--- src/rtl/btn_conditioner.sv ---
// Pushbutton conditioner: 2-flop sync, debounce FSM, registered press/release pulses and level.
// Latency: DEB_CYCLES+2 clocks from the edge that first samples a new raw level; no backpressure.
// Optional auto-repeat of o_btn_posedge while held is enabled by defining BTN_REPEAT_EN.
module btn_conditioner #(
    parameter int DEB_CYCLES    = 500000,
    parameter int CNT_W         = 20,
    parameter int ACTIVE_LOW    = 1,
    parameter int REPEAT_DELAY  = 25000000,
    parameter int REPEAT_PERIOD = 5000000
) (
    input  logic i_clk,
    input  logic i_rst,
    input  logic i_btn_raw,
    output logic o_btn_posedge,
    output logic o_btn_negedge,
    output logic o_btn_level
);

    typedef enum logic [1:0] {
        IDLE       = 2'd0,
        DB_PRESS   = 2'd1,
        PRESSED    = 2'd2,
        DB_RELEASE = 2'd3
    } state_t;

    // Raw pin level that means "not pressed"; also the synchronizer reset value.
    localparam logic             IDLE_RAW = (ACTIVE_LOW != 0);
    localparam logic [CNT_W-1:0] DEB_LAST = CNT_W'(DEB_CYCLES - 1);

    state_t           state;
    state_t           state_nxt;
    logic [CNT_W-1:0] cnt;
    logic [CNT_W-1:0] cnt_nxt;
    logic             sync1;
    logic             sync2;
    logic             s;
    logic             level_nxt;
    logic             fsm_pos;
    logic             neg_nxt;
    logic             rpt_pulse;

    always_ff @(posedge i_clk or posedge i_rst) begin
        if (i_rst) begin
            sync1 <= IDLE_RAW;
            sync2 <= IDLE_RAW;
        end else begin
            sync1 <= i_btn_raw;
            sync2 <= sync1;
        end
    end

    assign s = sync2 ^ IDLE_RAW;

    always_comb begin
        state_nxt = state;
        cnt_nxt   = cnt;
        level_nxt = o_btn_level;
        fsm_pos   = 1'b0;
        neg_nxt   = 1'b0;
        case (state)
            IDLE: begin
                if (s) begin
                    state_nxt = DB_PRESS;
                    cnt_nxt   = '0;
                end
            end
            DB_PRESS: begin
                if (!s) begin
                    state_nxt = IDLE;
                    cnt_nxt   = '0;
                end else if (cnt == DEB_LAST) begin
                    state_nxt = PRESSED;
                    cnt_nxt   = '0;
                    level_nxt = 1'b1;
                    fsm_pos   = 1'b1;
                end else begin
                    cnt_nxt = cnt + 1'b1;
                end
            end
            PRESSED: begin
                if (!s) begin
                    state_nxt = DB_RELEASE;
                    cnt_nxt   = '0;
                end
            end
            DB_RELEASE: begin
                if (s) begin
                    state_nxt = PRESSED;
                    cnt_nxt   = '0;
                end else if (cnt == DEB_LAST) begin
                    state_nxt = IDLE;
                    cnt_nxt   = '0;
                    level_nxt = 1'b0;
                    neg_nxt   = 1'b1;
                end else begin
                    cnt_nxt = cnt + 1'b1;
                end
            end
            default: begin
                state_nxt = IDLE;
                cnt_nxt   = '0;
                level_nxt = 1'b0;
            end
        endcase
    end

`ifdef BTN_REPEAT_EN
    localparam int RPT_MAX = (REPEAT_DELAY > REPEAT_PERIOD) ? REPEAT_DELAY : REPEAT_PERIOD;
    localparam int RPT_W   = (RPT_MAX > 1) ? $clog2(RPT_MAX) : 1;
    localparam logic [RPT_W-1:0] DLY_LAST = RPT_W'(REPEAT_DELAY - 1);
    localparam logic [RPT_W-1:0] PER_LAST = RPT_W'(REPEAT_PERIOD - 1);

    logic [RPT_W-1:0] rpt_cnt;
    logic [RPT_W-1:0] rpt_cnt_nxt;
    logic             rpt_periodic;
    logic             rpt_periodic_nxt;

    // First pulse after REPEAT_DELAY held cycles, then one every REPEAT_PERIOD.
    always_comb begin
        rpt_cnt_nxt      = rpt_cnt;
        rpt_periodic_nxt = rpt_periodic;
        rpt_pulse        = 1'b0;
        if (state != PRESSED && state_nxt == PRESSED) begin
            rpt_cnt_nxt      = '0;
            rpt_periodic_nxt = 1'b0;
        end else if (state == PRESSED && s) begin
            if (rpt_cnt == (rpt_periodic ? PER_LAST : DLY_LAST)) begin
                rpt_pulse        = 1'b1;
                rpt_cnt_nxt      = '0;
                rpt_periodic_nxt = 1'b1;
            end else begin
                rpt_cnt_nxt = rpt_cnt + 1'b1;
            end
        end
    end

    always_ff @(posedge i_clk or posedge i_rst) begin
        if (i_rst) begin
            rpt_cnt      <= '0;
            rpt_periodic <= 1'b0;
        end else begin
            rpt_cnt      <= rpt_cnt_nxt;
            rpt_periodic <= rpt_periodic_nxt;
        end
    end
`else
    assign rpt_pulse = 1'b0;
`endif

    always_ff @(posedge i_clk or posedge i_rst) begin
        if (i_rst) begin
            state         <= IDLE;
            cnt           <= '0;
            o_btn_level   <= 1'b0;
            o_btn_posedge <= 1'b0;
            o_btn_negedge <= 1'b0;
        end else begin
            state         <= state_nxt;
            cnt           <= cnt_nxt;
            o_btn_level   <= level_nxt;
            o_btn_posedge <= fsm_pos | rpt_pulse;
            o_btn_negedge <= neg_nxt;
        end
    end

endmodule
--- config.mk ---
export PLATFORM = sky130hd
export DESIGN_NAME = btn_conditioner
export DESIGN_NICKNAME = d
export VERILOG_FILES = /design/src/rtl/btn_conditioner.sv
export SDC_FILE = /design/constraint.sdc
export NUM_CORES = 1
export LEC_CHECK = 0
export CORE_ASPECT_RATIO = 1.25
export CORE_UTILIZATION = 50
export DETAILED_ROUTE_END_ITERATION = 12
export PLACE_DENSITY = 0.75
export SYNTH_ARGS = -nofsm -noshare
export SYNTH_HDL_FRONTEND = slang
export SYNTH_SLANG_ARGS = --single-unit
--- constraint.sdc ---
create_clock -name i_clk -period 1.8 [get_ports i_clk]
set_input_delay 0.36 -clock i_clk [delete_from_list [all_inputs] [get_ports i_clk]]
set_output_delay 0.36 -clock i_clk [all_outputs]
set_load 0.02 [all_outputs]
==> results.json, run 1 <==
{
  "slowest_delay_ns": 0.45,
  "regArea_um2": 678.2,
  "cts_max_level": 1,
  "cts_tree": "done",
  "clkTransAtPathRegs_ns": 0.15,
  "power.total_mw": 1.015,
  "finClkSkew_ns": 0.008845,
  "syn_area_per_cell_um2": 9.684,
  "nNetsFinal": 180,
  "num-fill-cells": 213,
  "hold_class": "reg -> reg",
  "yosysWarnings": 0,
  "rsz0062_at_grt": "yes",
  "root_buffer": "clkbuf_4",
  "cts_max_path_buffers": 2,
  "r2r_setup_slack_ns": 0.01,
  "p_per_area_mw_per_mm2": 575.9,
  "crit_buf_inv": 1,
  "placed_area_mm2": 0.001664,
  "maxSlewHeadroom_pct": 77.50,
  "status": "complete, no violations",
  "wirelength_um": 3156,
  "grt_pass1_vias": 1150,
  "cp-startpoint": "cnt[7]",
  "reg2reg_from": "cnt[7]",
  "multi_input_area_um2": 738.2,
  "yosys.area.top_type": "dfrtp_1",
  "gr-total-overflow": 0,
  "setup_viol": 0,
  "crit_family": "simple AND/OR/NAND/NOR gates",
  "synth_area_mm2": 0.001414,
  "worstPathMaxFanout": 9,
  "ys_ff_latch": 27,
  "area_growth_pct": 24.60,
  "ant_nets": 0,
  "tightest_slew_ns": 0.3374,
  "antenna_cells": 0,
  "drt_pass1_iterations": 4,
  "gp_congestion": 0.8322,
  "num_rows": 21,
  "hold_buffers": 0,
  "drc": 0,
  "worst_setup_path_start_kind": "flop",
  "clk_latency_ns": 0.32,
  "chipWidth_um": 49.56,
  "final_util_pct": 65.73,
  "dieArea_mm2": 0.003046,
  "crit_path_end_kind": "flop",
  "core_mm2": 0.002680,
  "worstSetupPathType": "reg -> reg",
  "layout-drive-gt1-share_pct": 25.14,
  "worstPathArrival_ns": 2.02,
  "peakVddDrop_mv": 0.3317,
  "vias": 1218,
  "p_leak_nw": 0.7669,
  "fmax_ghz": 0.5593,
  "cp_slowest_cell": "dfrtp_1",
  "crit_chain": "nor4b_4, and4_4, a21oi_4, buf_4, a21o_1, a22o_1",
  "maxSlewViolCount": 0,
  "syn-num-nets": 150,
  "hold_viol_final": 0,
  "start_util_pct": 52.75,
  "synth_cell_types": 43,
  "dr.first_iter.drc_count": 32,
  "dp_hpwl_um": 2220,
  "crit_required_ns": 2.03,
  "grt_max_degree": 28,
  "synth_area_leaders": "dfrtp_1 (44%), nand2_1 (4.5%), nand3_1 (4.2%)",
  "cts_buffers": 3,
  "synth_cells": 146,
  "post_drt_wl_per_cell_um": 15.10,
  "synth_top_area_share_pct": 44.25,
  "hp-start": "sync1",
  "grt_pass1_wl_um": 5112,
  "post-route-min-period_ns": 1.788,
  "fin_area_mm2": 0.001762,
  "port_buffers": 5,
  "drv_cap": 0,
  "avgViaCountPerCell": 5.828,
  "ios": 6,
  "min_period_over_period_pct": 99.33,
  "ys_seq_area_share_pct": 47.96,
  "grt_usage_pct": 22.37,
  "grt_antenna_before_repair": 0,
  "clock_sinks": 27,
  "die_height_um": 61.46
}
final timing paths:
| check | endpoint | depth (start not counted) |
|---|---|---|
| min in group asynchronous | o_btn_posedge | 3 |
| max reg2reg | cnt[9] | 6 |
| min reg2reg | sync2 | 0 |
| max | cnt[9] | 6 |
| min | sync2 | 0 |
| max in group asynchronous | sync1 | 3 |
cell type report:
type,count,area share [%]
clock buffers,4,1.491
inverters,4,0.8523
multi-input cells,110,41.90
flip-flops and latches,27,38.49
well taps,34,2.415
repair buffers,30,14.84
metal layers:
metal	vias to the layer above	wire length (µm)	global-route usage, %
li1	598	-	-
met1	590	1411	26.82
met2	26	1620	41.51
met3	4	89	2.222
met4	0	34	8.980
met5	-	0	0
worst reg2reg max path, delay by kind of cell (launching register included):
kind | cells | cell delay, ns
simple gates | 2 | 0.60
compound gates | 3 | 0.46
flops | 1 | 0.45
buf+inv | 1 | 0.18
flip-flops by register name, indices dropped and copies added, names as in the netlist, named ones only:
name	count
o_btn_level	1
o_btn_negedge	1
cnt	20
o_btn_posedge	1
sync2	1
state	1
sync1	1
synth_stat cells (all sizes together):
cell type	n
dfrtp	25
nand2	18
nand3	12
nor2	11
a21oi	9
a31oi	8
nand4	8
a22o	5
inv	4
o21ai	4
a21o	3
buf	3
o211ai	3
xnor2	3
and3	2
and4	2
clkbuf	2
dfstp	2
nand2b	2
nor3	2
nor4	2
nor4b	2
or2	2
a21boi	1
a2bb2oi	1
and2	1
ha	1
mux2	1
mux2i	1
nand4bb	1
nor3b	1
o31a	1
o31ai	1
or3	1
or3b	1
placed cells by master (no fill, tap or decap), types with 2 or more instances in the layout:
cell,instances
a21o_1,3
a21oi_1,8
a22o_1,5
a31oi_1,8
and3_1,2
and4_4,2
buf_4,21
buf_6,3
clkbuf_4,3
clkdlybuf4s50_1,5
dfrtp_1,25
dfstp_2,2
inv_1,4
nand2_1,17
nand2b_1,2
nand3_1,12
nand4_1,6
nor2_1,11
o211ai_1,3
o21ai_1,4
xnor2_1,3
through the flow:
stage               hold slack, ns  instances  setup slack [ns]   TNS, ns
floorplan                   0.3452        146           0.03126         0
global placement            0.3524        203           0.02661         0
detailed placement          0.3499        203          -0.03667  -0.06343
CTS                         0.3736        207           0.01084         0
global route                0.3790        209          -0.04223  -0.06359
finish                      0.3713        209           0.01208         0
power breakdown:
group	internal, mW	total [mW]	switching, mW
Sequential	0.623	0.639	0.0167
Clock	0.0866	0.259	0.172
Combinational	0.0524	0.116	0.0638
cell families (layout without fill, tap and decap cells):
kind of cell | Yosys count | in the layout | synth area share (%)
flip-flops | 27 | 27 | 47.96
AND/OR/NAND/NOR | 68 | 68 | 27.26
buffers and inverters | 9 | 38 | 3.539
adder cells (fa/ha/maj) | 1 | 1 | 0.8848
AO/OA/AOI/OAI | 36 | 36 | 16.99
XOR/XNOR | 3 | 3 | 1.859
multiplexers | 2 | 2 | 1.504
repair_timing:
action	4_1_cts	5_1_grt
gates resized for setup	3	7
pin swaps	2	4
setup buffers	0	2
setup endpoints to repair	4	4
(Power assumes the default switching activity.)
==> run 2, diff against run 1 <==
--- a/config.mk
+++ b/config.mk
@@ -9,6 +9,9 @@
 export CORE_UTILIZATION = 50
 export DETAILED_ROUTE_END_ITERATION = 12
 export PLACE_DENSITY = 0.75
+export RECOVER_POWER = 25
+export REMOVE_ABC_BUFFERS = 1
+export SETUP_SLACK_MARGIN = 0.4
 export SYNTH_ARGS = -nofsm -noshare
 export SYNTH_HDL_FRONTEND = slang
 export SYNTH_SLANG_ARGS = --single-unit
==> run 2 against run 1 <==
Sequential share of layout area down 3.1 points. Via count up 8.0%. Sequential power up 1%. Worst setup slack better by 0.0018 ns. Critical endpoint is now cnt[0]. Highest routed layer unchanged.
==> results.json, run 2 (synthesis gave the netlist of run 1 again) <==
{
  "worstPathArrival_ns": 2.01,
  "status": "complete, no violations",
  "ios": 6,
  "drv_cap": 0,
  "maxSlewViolCount": 0,
  "largest_reg_flops": 20,
  "placed_area_mm2": 0.001649,
  "post-route-min-period_ns": 1.786,
  "post_drt_wl_per_cell_um": 16.82,
  "worstPathMaxFanout": 5,
  "area_growth_pct": 36.37,
  "tightest_slew_ns": 0.6863,
  "hp-start": "sync1",
  "cts_max_level": 1,
  "grt_antenna_before_repair": 0,
  "crit_required_ns": 2.03,
  "dr.first_iter.drc_count": 53,
  "root_buffer": "clkbuf_4",
  "antenna_cells": 0,
  "peakVddDrop_mv": 0.4923,
  "maxSlewHeadroom_pct": 54.24,
  "clk_latency_ns": 0.33,
  "worst_setup_path_start_kind": "flop",
  "chipWidth_um": 49.56,
  "final_cell_mix": "buf_4 (25), dfrtp_1 (22), nand2_1 (17), nand3_1 (11), nor2_1 (10)",
  "grt_pass1_wl_um": 5837,
  "hold_buffers": 0,
  "cts_tree": "done",
  "core_mm2": 0.002680,
  "avgViaCountPerCell": 6.005,
  "worstSetupPathType": "reg -> reg",
  "grt_pass1_vias": 1288,
  "hold_viol_final": 0,
  "rsz0062_at_grt": "yes",
  "dieArea_mm2": 0.003046,
  "cts_buffers": 3,
  "grt_max_degree": 28,
  "min_period_over_period_pct": 99.23,
  "gr-total-overflow": 0,
  "die_height_um": 61.46,
  "tns_ns": 0,
  "finClkSkew_ns": 0.01023,
  "reg2reg_from": "cnt[0]",
  "cts_max_path_buffers": 2,
  "fmax_ghz": 0.5599,
  "dp_hpwl_um": 2283,
  "ant_nets": 0,
  "fin_area_mm2": 0.001928,
  "top_register": "cnt",
  "cp-startpoint": "cnt[0]",
  "drc": 0,
  "port_buffers": 5,
  "drt_pass1_iterations": 4,
  "power.total_mw": 1.057,
  "clock_sinks": 27,
  "num_rows": 21,
  "final_common_cell": "buf_4",
  "num-fill-cells": 209,
  "crit_path_end_kind": "flop",
  "hold_class": "reg -> reg",
  "wirelength_um": 3683,
  "p_leak_nw": 0.8592,
  "nNetsFinal": 190,
  "start_util_pct": 52.75,
  "gp_congestion": 0.8776,
  "layout-drive-gt1-share_pct": 38.38,
  "p_per_area_mw_per_mm2": 548.1,
  "setup_viol": 0,
  "grt_usage_pct": 25.27,
  "clkTransAtPathRegs_ns": 0.14,
  "vias": 1315
}
-- run 2: stage by stage --
stage               util [%]  instances  setup slack, ns  hold slack, ns
finish                 71.94        219          0.01387          0.3717
global route           71.94        219         -0.05091          0.3823
CTS                    66.57        212          0.04202          0.3722
detailed placement     61.53        202         -0.01167          0.3530
global placement       61.53        202          0.03073          0.3461
floorplan                  -        141          -0.5475          0.3452
-- run 2: where the power goes --
group	internal (mW)	total (mW)	switching [mW]	leakage (nW)
registers	0.624	0.646	0.0219	0.361
logic	0.0730	0.143	0.0702	0.483
clock network	0.0871	0.268	0.180	0.0150
-- run 2: layout make-up --
type                       count  area, µm²  share of cell area [%]
sequential                    27      681.9                   35.37
multi-input combinational    110      794.5                   41.21
timing repair buffer          40      367.9                   19.08
inverter                       4      15.01                  0.7787
tap                           34      42.54                   2.206
clock buffer                   4      26.28                   1.363
-- run 2: per-layer routing --
layer,GRT usage (%),up-vias,share of wire (%)
li1,-,620,-
met1,29.66,637,40
met2,46.33,50,54
met3,3.210,8,5.0
met4,11.84,0,1.6
met5,0,-,0
-- run 2: worst paths after layout --
| check | end | slack, ns | cells after the start |
|---|---|---|---|
| max | cnt[0] | 0.01 | 7 |
| min | sync2 | 0.37 | 0 |
| max reg2reg | cnt[0] | 0.01 | 7 |
| min reg2reg | sync2 | 0.37 | 0 |
| max in group asynchronous | cnt[2] | 0.69 | 3 |
| min in group asynchronous | cnt[11] | 0.63 | 3 |
-- run 2: worst max-delay path, stage by stage, from the launching register on --
cell and delay (ns):
dfrtp_1 0.38, ha_2 0.21, and4_4 0.24, and4_4 0.23
a21oi_4 0.09, buf_6 0.15, clkbuf_16 0.15, mux2_2 0.25
-- run 2: timing repair --
item,in CTS,in global routing
setup buffers,5,5
endpoints found under the setup margin,27,27
pin swaps,3,12
gates resized for setup,17,24
cloned,1,2
==> run 3, diff against run 2 <==
--- a/config.mk
+++ b/config.mk
@@ -12,6 +12,7 @@
 export RECOVER_POWER = 25
 export REMOVE_ABC_BUFFERS = 1
 export SETUP_SLACK_MARGIN = 0.4
+export SLEW_MARGIN = 20
 export SYNTH_ARGS = -nofsm -noshare
 export SYNTH_HDL_FRONTEND = slang
 export SYNTH_SLANG_ARGS = --single-unit
==> results of run 3 <==
Final layout, timing and power as in run 2 (identical DEF).
